===== src/rtl/fighter_pkg.sv =====
// Shared fighter definitions: state codes, box geometry constants, box layout
// and saturating coordinate helpers.
package fighter_pkg;

  localparam int unsigned COORD_W = 10;
  localparam int unsigned CALC_W  = COORD_W + 1;
  localparam int unsigned BOX_W   = 4 * COORD_W;
  localparam int unsigned STATE_W = 4;

  localparam int unsigned SCREEN_W    = 640;
  localparam int unsigned SPRITE_W    = 64;
  localparam int unsigned SPRITE_H    = 240;
  localparam int unsigned HURT_MARGIN = 3;
  localparam int unsigned HIT_W_BASIC = 50;
  localparam int unsigned HIT_H_BASIC = 45;
  localparam int unsigned HIT_W_DIR   = 40;
  localparam int unsigned HIT_H_DIR   = 120;

  // Fighter FSM state codes; any other code is neutral
  localparam logic [STATE_W-1:0] ST_ATK_ACTIVE = 4'd4;
  localparam logic [STATE_W-1:0] ST_ATK_REC    = 4'd5;
  localparam logic [STATE_W-1:0] ST_DIR_ACTIVE = 4'd7;
  localparam logic [STATE_W-1:0] ST_DIR_REC    = 4'd8;

  // Field offsets within a packed {x1,x2,y1,y2} box
  localparam int unsigned X1_LSB = 3 * COORD_W;
  localparam int unsigned X2_LSB = 2 * COORD_W;
  localparam int unsigned Y1_LSB = COORD_W;
  localparam int unsigned Y2_LSB = 0;

  typedef struct packed {
    logic [COORD_W-1:0] x1;
    logic [COORD_W-1:0] x2;
    logic [COORD_W-1:0] y1;
    logic [COORD_W-1:0] y2;
  } box_t;

  typedef enum logic [1:0] {
    FSM_IDLE  = 2'd0,
    FSM_CALC  = 2'd1,
    FSM_CHECK = 2'd2
  } fsm_t;

  // Clamp an x result to the last visible column
  function automatic logic [COORD_W-1:0] sat_x(input logic [CALC_W-1:0] v);
    return (v > CALC_W'(SCREEN_W - 1)) ? COORD_W'(SCREEN_W - 1) : v[COORD_W-1:0];
  endfunction

  // Clamp a y result to the coordinate range
  function automatic logic [COORD_W-1:0] sat_y(input logic [CALC_W-1:0] v);
    return v[COORD_W] ? '1 : v[COORD_W-1:0];
  endfunction

  // Subtract with floor at zero
  function automatic logic [CALC_W-1:0] sub_sat(input logic [CALC_W-1:0] a,
                                                input logic [CALC_W-1:0] b);
    return (a < b) ? '0 : (a - b);
  endfunction

endpackage


===== src/rtl/box_overlap.sv =====
// Combinational box overlap test with strict inequalities (touching edges do
// not overlap).
//   a_box, b_box : packed {x1,x2,y1,y2} boxes
//   overlap_c    : 1 when the boxes share interior area
module box_overlap
  import fighter_pkg::*;
(
  input  logic [BOX_W-1:0] a_box,
  input  logic [BOX_W-1:0] b_box,
  output logic             overlap_c
);

  logic [COORD_W-1:0] a_x1, a_x2, a_y1, a_y2;
  logic [COORD_W-1:0] b_x1, b_x2, b_y1, b_y2;

  assign a_x1 = a_box[X1_LSB +: COORD_W];
  assign a_x2 = a_box[X2_LSB +: COORD_W];
  assign a_y1 = a_box[Y1_LSB +: COORD_W];
  assign a_y2 = a_box[Y2_LSB +: COORD_W];
  assign b_x1 = b_box[X1_LSB +: COORD_W];
  assign b_x2 = b_box[X2_LSB +: COORD_W];
  assign b_y1 = b_box[Y1_LSB +: COORD_W];
  assign b_y2 = b_box[Y2_LSB +: COORD_W];

  assign overlap_c = (a_x1 < b_x2) && (b_x1 < a_x2) &&
                     (a_y1 < b_y2) && (b_y1 < a_y2);

endmodule


===== src/rtl/fighter_box_engine.sv =====
// Frame-synchronous per-fighter box engine. On frame_tick it captures the
// fighter state and position, computes saturated hit/hurt/recovery/overlay
// boxes one cycle later, then checks its hitbox against the opponent's
// hurtboxes and emits one hit pulse per attack instance.
//   inputs : clk, rst_n, frame_tick, state, sprite_x, sprite_y, facing_left,
//            opp_hurt, opp_rec, opp_rec_active
//   outputs: hit_box/hit_active, hurt_box, rec_box/rec_active,
//            vis_box/vis_active, boxes_valid, hit_pulse, hit_latched,
//            tick_overrun (all registered)
module fighter_box_engine
  import fighter_pkg::*;
(
  input  logic               clk,
  input  logic               rst_n,
  input  logic               frame_tick,
  input  logic [3:0]         state,
  input  logic [COORD_W-1:0] sprite_x,
  input  logic [COORD_W-1:0] sprite_y,
  input  logic               facing_left,
  input  logic [BOX_W-1:0]   opp_hurt,
  input  logic [BOX_W-1:0]   opp_rec,
  input  logic               opp_rec_active,
  output logic [BOX_W-1:0]   hit_box,
  output logic               hit_active,
  output logic [BOX_W-1:0]   hurt_box,
  output logic [BOX_W-1:0]   rec_box,
  output logic               rec_active,
  output logic [BOX_W-1:0]   vis_box,
  output logic               vis_active,
  output logic               boxes_valid,
  output logic               hit_pulse,
  output logic               hit_latched,
  output logic               tick_overrun
);

  localparam logic [CALC_W-1:0] SPRITE_W_C  = CALC_W'(SPRITE_W);
  localparam logic [CALC_W-1:0] SPRITE_H_C  = CALC_W'(SPRITE_H);
  localparam logic [CALC_W-1:0] MARGIN_C    = CALC_W'(HURT_MARGIN);
  localparam logic [CALC_W-1:0] BASIC_W_C   = CALC_W'(HIT_W_BASIC);
  localparam logic [CALC_W-1:0] BASIC_H_C   = CALC_W'(HIT_H_BASIC);
  localparam logic [CALC_W-1:0] DIR_W_C     = CALC_W'(HIT_W_DIR);
  localparam logic [CALC_W-1:0] DIR_H_C     = CALC_W'(HIT_H_DIR);
  localparam logic [CALC_W-1:0] BASIC_YOFF_C = CALC_W'((SPRITE_H - HIT_H_BASIC) / 2);
  localparam logic [CALC_W-1:0] DIR_YOFF_C   = CALC_W'(SPRITE_H - HIT_H_DIR);

  fsm_t               fsm_q, fsm_d;
  logic [3:0]         cap_state_q, cap_state_d;
  logic [COORD_W-1:0] cap_x_q, cap_x_d;
  logic [COORD_W-1:0] cap_y_q, cap_y_d;
  logic               cap_left_q, cap_left_d;

  box_t hit_box_q, hit_box_d;
  box_t hurt_box_q, hurt_box_d;
  box_t rec_box_q, rec_box_d;
  box_t vis_box_q, vis_box_d;
  logic hit_active_q, hit_active_d;
  logic rec_active_q, rec_active_d;
  logic vis_active_q, vis_active_d;
  logic boxes_valid_q, boxes_valid_d;
  logic hit_pulse_q, hit_pulse_d;
  logic hit_latched_q, hit_latched_d;
  logic tick_overrun_q, tick_overrun_d;

  // Geometry derived from the captured fighter snapshot
  logic              is_dir, is_act, is_rec;
  logic [CALC_W-1:0] x_w, y_w, atk_w, atk_h, atk_yoff;
  logic [CALC_W-1:0] ax1, ax2, ay1, ay2;
  box_t              geo_box, body_box;

  always_comb begin
    is_dir   = (cap_state_q == ST_DIR_ACTIVE) || (cap_state_q == ST_DIR_REC);
    is_act   = (cap_state_q == ST_ATK_ACTIVE) || (cap_state_q == ST_DIR_ACTIVE);
    is_rec   = (cap_state_q == ST_ATK_REC)    || (cap_state_q == ST_DIR_REC);
    x_w      = CALC_W'(cap_x_q);
    y_w      = CALC_W'(cap_y_q);
    atk_w    = is_dir ? DIR_W_C    : BASIC_W_C;
    atk_h    = is_dir ? DIR_H_C    : BASIC_H_C;
    atk_yoff = is_dir ? DIR_YOFF_C : BASIC_YOFF_C;

    // Attack extends away from the body in the facing direction
    if (cap_left_q) begin
      ax1 = sub_sat(x_w, atk_w);
      ax2 = x_w;
    end else begin
      ax1 = x_w + SPRITE_W_C;
      ax2 = ax1 + atk_w;
    end
    ay1 = y_w + atk_yoff;
    ay2 = ay1 + atk_h;

    geo_box.x1 = sat_x(ax1);
    geo_box.x2 = sat_x(ax2);
    geo_box.y1 = sat_y(ay1);
    geo_box.y2 = sat_y(ay2);

    body_box.x1 = sat_x(x_w + MARGIN_C);
    body_box.x2 = sat_x(x_w + SPRITE_W_C - MARGIN_C);
    body_box.y1 = cap_y_q;
    body_box.y2 = sat_y(y_w + SPRITE_H_C);
  end

  logic ov_hurt_c, ov_rec_c;

  box_overlap u_ov_hurt (
    .a_box     (hit_box_q),
    .b_box     (opp_hurt),
    .overlap_c (ov_hurt_c)
  );

  box_overlap u_ov_rec (
    .a_box     (hit_box_q),
    .b_box     (opp_rec),
    .overlap_c (ov_rec_c)
  );

  // Next-state and output logic
  always_comb begin
    fsm_d          = fsm_q;
    cap_state_d    = cap_state_q;
    cap_x_d        = cap_x_q;
    cap_y_d        = cap_y_q;
    cap_left_d     = cap_left_q;
    hit_box_d      = hit_box_q;
    hurt_box_d     = hurt_box_q;
    rec_box_d      = rec_box_q;
    vis_box_d      = vis_box_q;
    hit_active_d   = hit_active_q;
    rec_active_d   = rec_active_q;
    vis_active_d   = vis_active_q;
    boxes_valid_d  = 1'b0;
    hit_pulse_d    = 1'b0;
    hit_latched_d  = hit_latched_q;
    tick_overrun_d = tick_overrun_q;

    unique case (fsm_q)
      FSM_IDLE: begin
        if (frame_tick) begin
          cap_state_d = state;
          cap_x_d     = sprite_x;
          cap_y_d     = sprite_y;
          cap_left_d  = facing_left;
          fsm_d       = FSM_CALC;
        end
      end
      FSM_CALC: begin
        hurt_box_d    = body_box;
        hit_active_d  = is_act;
        rec_active_d  = is_rec;
        hit_box_d     = is_act ? geo_box : '0;
        rec_box_d     = is_rec ? geo_box : '0;
        vis_active_d  = is_act | is_rec;
        vis_box_d     = (is_act | is_rec) ? geo_box : '0;
        boxes_valid_d = 1'b1;
        // A neutral state ends the attack instance and re-arms hit detection
        if (!(is_act | is_rec)) hit_latched_d = 1'b0;
        if (frame_tick) tick_overrun_d = 1'b1;
        fsm_d = FSM_CHECK;
      end
      FSM_CHECK: begin
        if (hit_active_q && !hit_latched_q &&
            (ov_hurt_c || (opp_rec_active && ov_rec_c))) begin
          hit_pulse_d   = 1'b1;
          hit_latched_d = 1'b1;
        end
        if (frame_tick) tick_overrun_d = 1'b1;
        fsm_d = FSM_IDLE;
      end
      default: fsm_d = FSM_IDLE;
    endcase
  end

  always_ff @(posedge clk or negedge rst_n) begin
    if (!rst_n) begin
      fsm_q          <= FSM_IDLE;
      cap_state_q    <= '0;
      cap_x_q        <= '0;
      cap_y_q        <= '0;
      cap_left_q     <= 1'b0;
      hit_box_q      <= '0;
      hurt_box_q     <= '0;
      rec_box_q      <= '0;
      vis_box_q      <= '0;
      hit_active_q   <= 1'b0;
      rec_active_q   <= 1'b0;
      vis_active_q   <= 1'b0;
      boxes_valid_q  <= 1'b0;
      hit_pulse_q    <= 1'b0;
      hit_latched_q  <= 1'b0;
      tick_overrun_q <= 1'b0;
    end else begin
      fsm_q          <= fsm_d;
      cap_state_q    <= cap_state_d;
      cap_x_q        <= cap_x_d;
      cap_y_q        <= cap_y_d;
      cap_left_q     <= cap_left_d;
      hit_box_q      <= hit_box_d;
      hurt_box_q     <= hurt_box_d;
      rec_box_q      <= rec_box_d;
      vis_box_q      <= vis_box_d;
      hit_active_q   <= hit_active_d;
      rec_active_q   <= rec_active_d;
      vis_active_q   <= vis_active_d;
      boxes_valid_q  <= boxes_valid_d;
      hit_pulse_q    <= hit_pulse_d;
      hit_latched_q  <= hit_latched_d;
      tick_overrun_q <= tick_overrun_d;
    end
  end

  assign hit_box      = hit_box_q;
  assign hit_active   = hit_active_q;
  assign hurt_box     = hurt_box_q;
  assign rec_box      = rec_box_q;
  assign rec_active   = rec_active_q;
  assign vis_box      = vis_box_q;
  assign vis_active   = vis_active_q;
  assign boxes_valid  = boxes_valid_q;
  assign hit_pulse    = hit_pulse_q;
  assign hit_latched  = hit_latched_q;
  assign tick_overrun = tick_overrun_q;

endmodule

===== config.mk =====
export PLATFORM = sky130hd
export DESIGN_NAME = fighter_box_engine
export DESIGN_NICKNAME = d
export VERILOG_FILES = /design/src/rtl/fighter_pkg.sv /design/src/rtl/box_overlap.sv /design/src/rtl/fighter_box_engine.sv
export SDC_FILE = /design/constraint.sdc
export NUM_CORES = 1
export LEC_CHECK = 0
export BUFFER_PORTS_ARGS = -buffer_cell sky130_fd_sc_hd__buf_2
export CORE_MARGIN = 3
export CORE_UTILIZATION = 49
export CTS_CLUSTER_SIZE = 20
export DETAILED_ROUTE_END_ITERATION = 10
export GPL_TIMING_DRIVEN = 0
export PLACE_DENSITY = 0.81
export SLEW_MARGIN = 40
export SYNTH_ARGS = -nofsm -noshare
export SYNTH_HDL_FRONTEND = slang
export SYNTH_SLANG_ARGS = --single-unit

===== constraint.sdc =====
create_clock -name clk -period 4.2 [get_ports clk]
set_clock_uncertainty 0.2 [all_clocks]
set_input_delay 0.84 -clock clk [delete_from_list [all_inputs] [get_ports clk]]
set_output_delay 0.84 -clock clk [all_outputs]
set_load 0.01 [all_outputs]

# After elaboration in Yosys (flattened, before gate mapping)
# Index checks and enable logic that the tools add are counted.
[word_totals]
ram_bits = 0
n_memories = 0
out_inout_bits = 167
rom_bits = 0
in_bits = 109
wordCells = 103
latchBits = 0
regBits = 194
[classes]
bitwise_logic = 1
eq_ne = 9
n_mul = 0
n_mux = 24
div = 0
reduce_logical = 20
magnitude_cmp = 13
shifts = 0
n_addsub = 8
[ops]
columns = ["operator", "count"]
rows = [
  ["40-bit two-way mux", 3],
  ["10-bit < comparator", 8],
  ["10-bit two-way mux", 7],
  ["11-bit by 10-bit greater-than comparator with 1-bit output (second input constant)", 4],
  ["11-bit two-way mux", 3],
  ["4-bit by 3-bit == test with 1-bit output (second input constant)", 3],
  ["10-bit by 2-bit adder with 11-bit output (second input constant)", 1],
  ["10-bit by 7-bit adder with 11-bit output", 1],
  ["10-bit by 7-bit adder with 11-bit output (second input constant)", 1],
  ["10-bit by 8-bit adder with 11-bit output (second input constant)", 1],
  ["11-bit by 6-bit adder with 11-bit output", 1],
  ["11-bit by 7-bit adder with 11-bit output", 1],
  ["10-bit by 6-bit subtractor with 11-bit output", 1],
  ["11-bit by 2-bit subtractor with 11-bit output (second input constant)", 1],
  ["10-bit by 6-bit < comparator with 1-bit output", 1],
  ["5-bit two-way mux", 2],
  ["1-bit logical AND", 9],
  ["7-bit two-way mux", 1],
  ["2-bit inequality test (second input constant)", 3],
  ["1-bit two-way mux", 5],
  ["4-bit == test (second input constant)", 1],
  ["1-bit logical OR", 4],
  ["2-bit one-hot mux with 2 select lines", 1],
  ["2-bit AND reduction", 2],
  ["other kinds (10)", 10],
]

# Logic depth before layout (Yosys ltp)
[logic_depth]
word_depth = 9
ltp_mapped = 17
mapped_depth_nobuf = 16

# Cells and area by module
# A second synthesis with hierarchy kept.
[hier_totals]
hier_cells = 1069
hier_area_um2 = 11000.6
[by_module_without_submodules]
columns = ["module", "seq_area_each_um2", "cells_per_inst", "area_per_inst_um2", "n_inst"]
rows = [
  ["fighter_box_engine", 4854.7, 821, 9191.3, 1],
  ["box_overlap", 0.0, 124, 904.6, 2],
]

# Worst setup path before layout
# OpenSTA, ideal clock, no wires.
[synth_path]
path_type = "register to register"
startpoint = "reg cap_state_q[3]"
endpoint = "reg hit_box_q, in the netlist hit_box[0]"
period_less_slack_ns = 4.257
n_path_buf = 1
setup_ns = 0.129
slack_ns = -0.057
required_time_ns = 3.871
arrival_ns = 3.928
path_stages_with_launch = 18
path_cell_list = "dfrtp_1 or3b_1 nor2_1 a31oi_1 inv_1 ha_1 a31oi_1 nor2b_1 nor3_1 xnor2_1 ha_1 or2_2 nand3_1 o31ai_1 or3_1 buf_4 nor2_1 o2bb2ai_1"
[synth_via]
elab_chain_len = 7
elab_cells_between_ends = 11
cone_classes = "add/sub: 2; eq/ne: 3; mux: 4; reduce/logical: 2"
[synth_rtl]
columns = ["item", "line", "text"]
rows = [
  ["from (decl)", "fighter_box_engine.sv:47", "logic [3:0] cap_state_q, cap_state_d;"],
  ["from (signal assigned)", "fighter_box_engine.sv:192", "cap_state_q <= cap_state_d;"],
  ["4-bit by 3-bit == test with 1-bit output or 4-bit == test (tied branches)", "fighter_box_engine.sv:71, fighter_box_engine.sv:72", ""],
  ["1-bit logical OR", "fighter_box_engine.sv:71", "is_dir = (cap_state_q == ST_DIR_ACTIVE) || (cap_state_q == ST_DIR_REC);"],
  ["5-bit two-way mux", "fighter_box_engine.sv:78", "atk_yoff = is_dir ? DIR_YOFF_C : BASIC_YOFF_C;"],
  ["10-bit by 7-bit adder with 11-bit output", "fighter_box_engine.sv:88", "ay1 = y_w + atk_yoff;"],
  ["11-bit by 7-bit adder with 11-bit output", "fighter_box_engine.sv:89", "ay2 = ay1 + atk_h;"],
  ["10-bit two-way mux", "fighter_pkg.sv:51", "return v[COORD_W] ? '1 : v[COORD_W-1:0];"],
  ["40-bit two-way mux *", "fighter_box_engine.sv:149", "hit_box_d = is_act ? geo_box : '0;"],
  ["to (signal assigned)", "fighter_box_engine.sv:196", "hit_box_q <= hit_box_d;"],
  ["to (decl)", "fighter_box_engine.sv:52", "box_t hit_box_q, hit_box_d;"],
]
# Every way passes the cells marked *; elsewhere a longest branch is shown, timed or not.
# A chain may end at the register's enable or synchronous reset.

# Worst setup path after layout
[layout_path]
startpoint = "reg cap_state_q[0]"
endpoint = "reg hit_box_q, in the netlist hit_box[7]"
# Same word-level chain as after synthesis.

==> impl_results.md <==
- Status: complete, no violations
- FF-to-FF End: hit_box[7]
- CTS root buffer: clkbuf_16
- Core Rows: 53
- Slew margin rel.: 42.2%
- Port Buffer Count: between 200 and 300
- Post-route ant nets: 0
- Power Total: between 10 and 15 mW
- Number of synthesized flops with an enable pin: 0
- Max Root-Sink Buffers: 2
- Setup CP Type: flip-flop to flip-flop
- WP data arrival: between 4 and 5 ns
- Post-place setup slack: -0.703 ns
- Syn avg cell area: 10.3 sq um
- 1st-iter DRT viols: ~680
- Maxcap violations: 0
- CTS tree: done
- Hold Path Class: input port to asynchronous set/reset pin
- Total GRT Usage: a little under 30%
- Most frequent cells in the layout: 280 x buf_2, 193 x dfrtp_1, 97 x ha_1
- Synth-to-Final Area Change: 23.9%
- Nets: between 1.5k and 2k
- Commonest non-fill, non-tap cell in the layout: buf_2
- Post-synth ARST share: 100%
- Period utilization: 97.3%
- Peak VDD IR: between 0.4 and 0.5 mV
- Core Util, Final: a little over three fifths
- Vias in the first global route: between 9k and 10k
- ANT cells: 0
- Clk pin slew, worst setup/hold paths: around 0.080 ns
- Post-DP HPWL: between 20000 and 30000 um
- DRC viols: 0
- Minimum clock period after layout: just over 4 ns
- Die ar.: around 24000 sq um
- Final-report setup violation count: 0
- CP max FO: 9
- Unrepaired setup endpoints after global routing: false
- Die width: 155 um
- IO Count: 276
- Initial core utilization: approximately half
- Fmax achieved: between 200 and 250 MHz
- Die H: 155 um
- Reg2Reg Depth: 17
- First-pass GRT wire length: 54200 um
- Cell Area, Synth: 10900 sq um
- Endpoint class of the critical path: flip-flop
- Netlist cell types: roughly 70
- Startpoint Class: flip-flop
- Final hold vios: 0
- Worst Tran Pin Value: just under 0.9 ns
- Sequential share of the synthesized area: 44.7%
- WP data required: 4.31 ns
- Routed vias: approximately 9.5k
- LEAKAGE: ~6.7 nW
- Initial antenna violation count: 1
- CTS Buf Count: 17
- Synth Flop Type: dfrtp_1
- Layout cells sized above 1: roughly 30%
- Post-CTS Hold Buffers: 0
- Yosys warns: 0
- Grt ovf: 0
- Core ar.: 21400 sq um
- Routed wire per std cell: about 21 um
- Drt first pass iters: 5
- Syn_nets: about 1.3k
- Pwr Density: roughly 900 nW/um^2
- Worst skew pair latency: 0.45 ns
- Syn Inst Count: about 1.1k
- Largest net degree at the start of global routing: 77
- Post-Route WL: around 35000 um
- #FFs+latches synth: 194
- Routability Congestion: just over 0.9
- Max Slew Vio Count: 0
- H-tree depth: 4
- Clock Sink Count: 194
- Final WS setup: roughly 0.11 ns
- Crit Reg-Reg Startpoint: cap_state_q[0]
- DR vias/cell: 5.79
- R2R Setup Slk: 0.11 ns
==> metrics by stage <==
step / cell area (sq um) / TNS (ns) / hold slack [ns] / std cells
finish: 13500 / 0 / 0.113 / 1644
global route: 13500 / 0 / 0.144 / 1644
CTS: 13400 / 0 / 0.129 / 1643
detailed placement: 12700 / -18.43 / 0.240 / 1604
global placement: 12600 / -216.99 / 0.234 / 1602
floorplan: 10900 / 0 / 0.289 / 1052
==> synthesized netlist by cell type, types with 4 or more instances <==
| master | instances | area [sq um] |
|---|---|---|
| dfrtp_1 | 194 | 4850 |
| ha_1 | 101 | 1260 |
| o2bb2ai_1 | 93 | 815 |
| inv_1 | 81 | 304 |
| nor2_1 | 77 | 289 |
| clkbuf_1 | 48 | 180 |
| a21oi_1 | 46 | 230 |
| mux2_2 | 37 | 417 |
| nand2_1 | 34 | 128 |
| xnor2_1 | 30 | 263 |
| o21ai_0 | 26 | 130 |
| o22ai_1 | 21 | 131 |
| nor3_1 | 20 | 100 |
| nand3_1 | 19 | 95.1 |
| nand4_1 | 15 | 93.8 |
| a21o_1 | 14 | 105 |
| a31oi_1 | 13 | 81.3 |
| xor2_1 | 13 | 114 |
| nand2b_1 | 11 | 68.8 |
| nor2b_1 | 10 | 62.6 |
| nor4_1 | 9 | 56.3 |
| a211oi_1 | 8 | 60.1 |
| and3_1 | 8 | 50.1 |
| nor2_2 | 7 | 43.8 |
| o32ai_1 | 7 | 61.3 |
| buf_2 | 6 | 30.0 |
| o21a_1 | 6 | 45.0 |
| inv_2 | 5 | 18.8 |
| mux2i_1 | 5 | 50.1 |
| or3_1 | 5 | 31.3 |
| buf_1 | 4 | 15.0 |
| o2111ai_1 | 4 | 35.0 |
| o211ai_1 | 4 | 30.0 |
| o31ai_1 | 4 | 30.0 |
| o41ai_1 | 4 | 35.0 |
| or2_2 | 4 | 25.0 |
| or4_1 | 4 | 30.0 |
==> cell type report <==
| class | count | area, sq um |
|---|---|---|
| Fill cell | 1789 | 7960 |
| Clock buffer | 19 | 453 |
| Timing Repair Buffer | 285 | 1500 |
| Clock inverter | 13 | 146 |
| Sequential cell | 194 | 4860 |
| Tap cell | 275 | 344 |
| Buffer | 59 | 245 |
| Inverter | 86 | 325 |
| Multi-Input combinational cell | 713 | 5590 |
==> registers in the layout, summed over array words and instances (netlist names), 2 cells and up <==
register,flops
cap_state_q,4
cap_y_q,10
rec_box,40
vis_box,40
fsm_q,2
cap_x_q,10
hurt_box,40
hit_box,40
==> kinds of logic after synthesis <==
group / count (synthesis) / synth area share (%)
compound gates: 286 / 19.5
simple gates: 240 / 11.3
flops: 194 / 44.7
buf+inv: 145 / 5.11
fa+ha+maj: 101 / 11.6
xor+xnor: 43 / 3.46
mux: 43 / 4.40
==> worst max-delay path, stage by stage, from the launching register on <==
cell,delay (ns)
dfrtp_2,0.41
or3b_4,0.42
nor2_4,0.12
a31oi_4,0.08
inv_4,0.12
ha_2,0.31
a31oi_4,0.16
nor2b_1,0.08
nor3_2,0.22
xnor2_1,0.19
ha_2,0.32
or2_2,0.29
nand3_1,0.10
o31ai_1,0.08
or3_4,0.36
buf_12,0.17
a21oi_4,0.20
o22ai_1,0.11
==> timing repair <==
item                       CTS  global route
pin swaps                    8             8
setup buffers                7             1
resized for setup           24             5
setup endpoints to repair   42            30
gates cloned                 0             0
hold endpoints to repair     0             0
==> how the worst max path moves through the flow <==
stage	start	to	slack [ns]
after floorplan	cap_state_q[0]	hit_box[0]	0.11
after global placement	rst_n	cap_y_q[2]	-1.04
after detailed placement	cap_state_q[0]	hit_box[5]	-0.70
after CTS	cap_state_q[0]	hit_box[7]	0.02
after global routing	cap_state_q[0]	hit_box[9]	0.03
final	cap_state_q[0]	hit_box[7]	0.11
==> where the power goes <==
| group | internal (mW) | switching, mW | total, mW |
|---|---|---|---|
| clock | 0.826 | 0.820 | 1.65 |
| combinational | 2.82 | 4.79 | 7.61 |
| sequential | 2.55 | 0.537 | 3.09 |
==> layer usage <==
layer | wire length (um) | up-vias | global-route usage [%] | share of wire (%)
met5 | 7 | - | 0 | 0.020
met4 | 837 | 2 | 8.49 | 2.4
met3 | 2560 | 51 | 6.20 | 7.3
met2 | 16400 | 393 | 46.9 | 47
met1 | 15100 | 4617 | 39.0 | 43
li1 | - | 4460 | - | -
No activity file was read; power rests on OpenSTA's default activity.
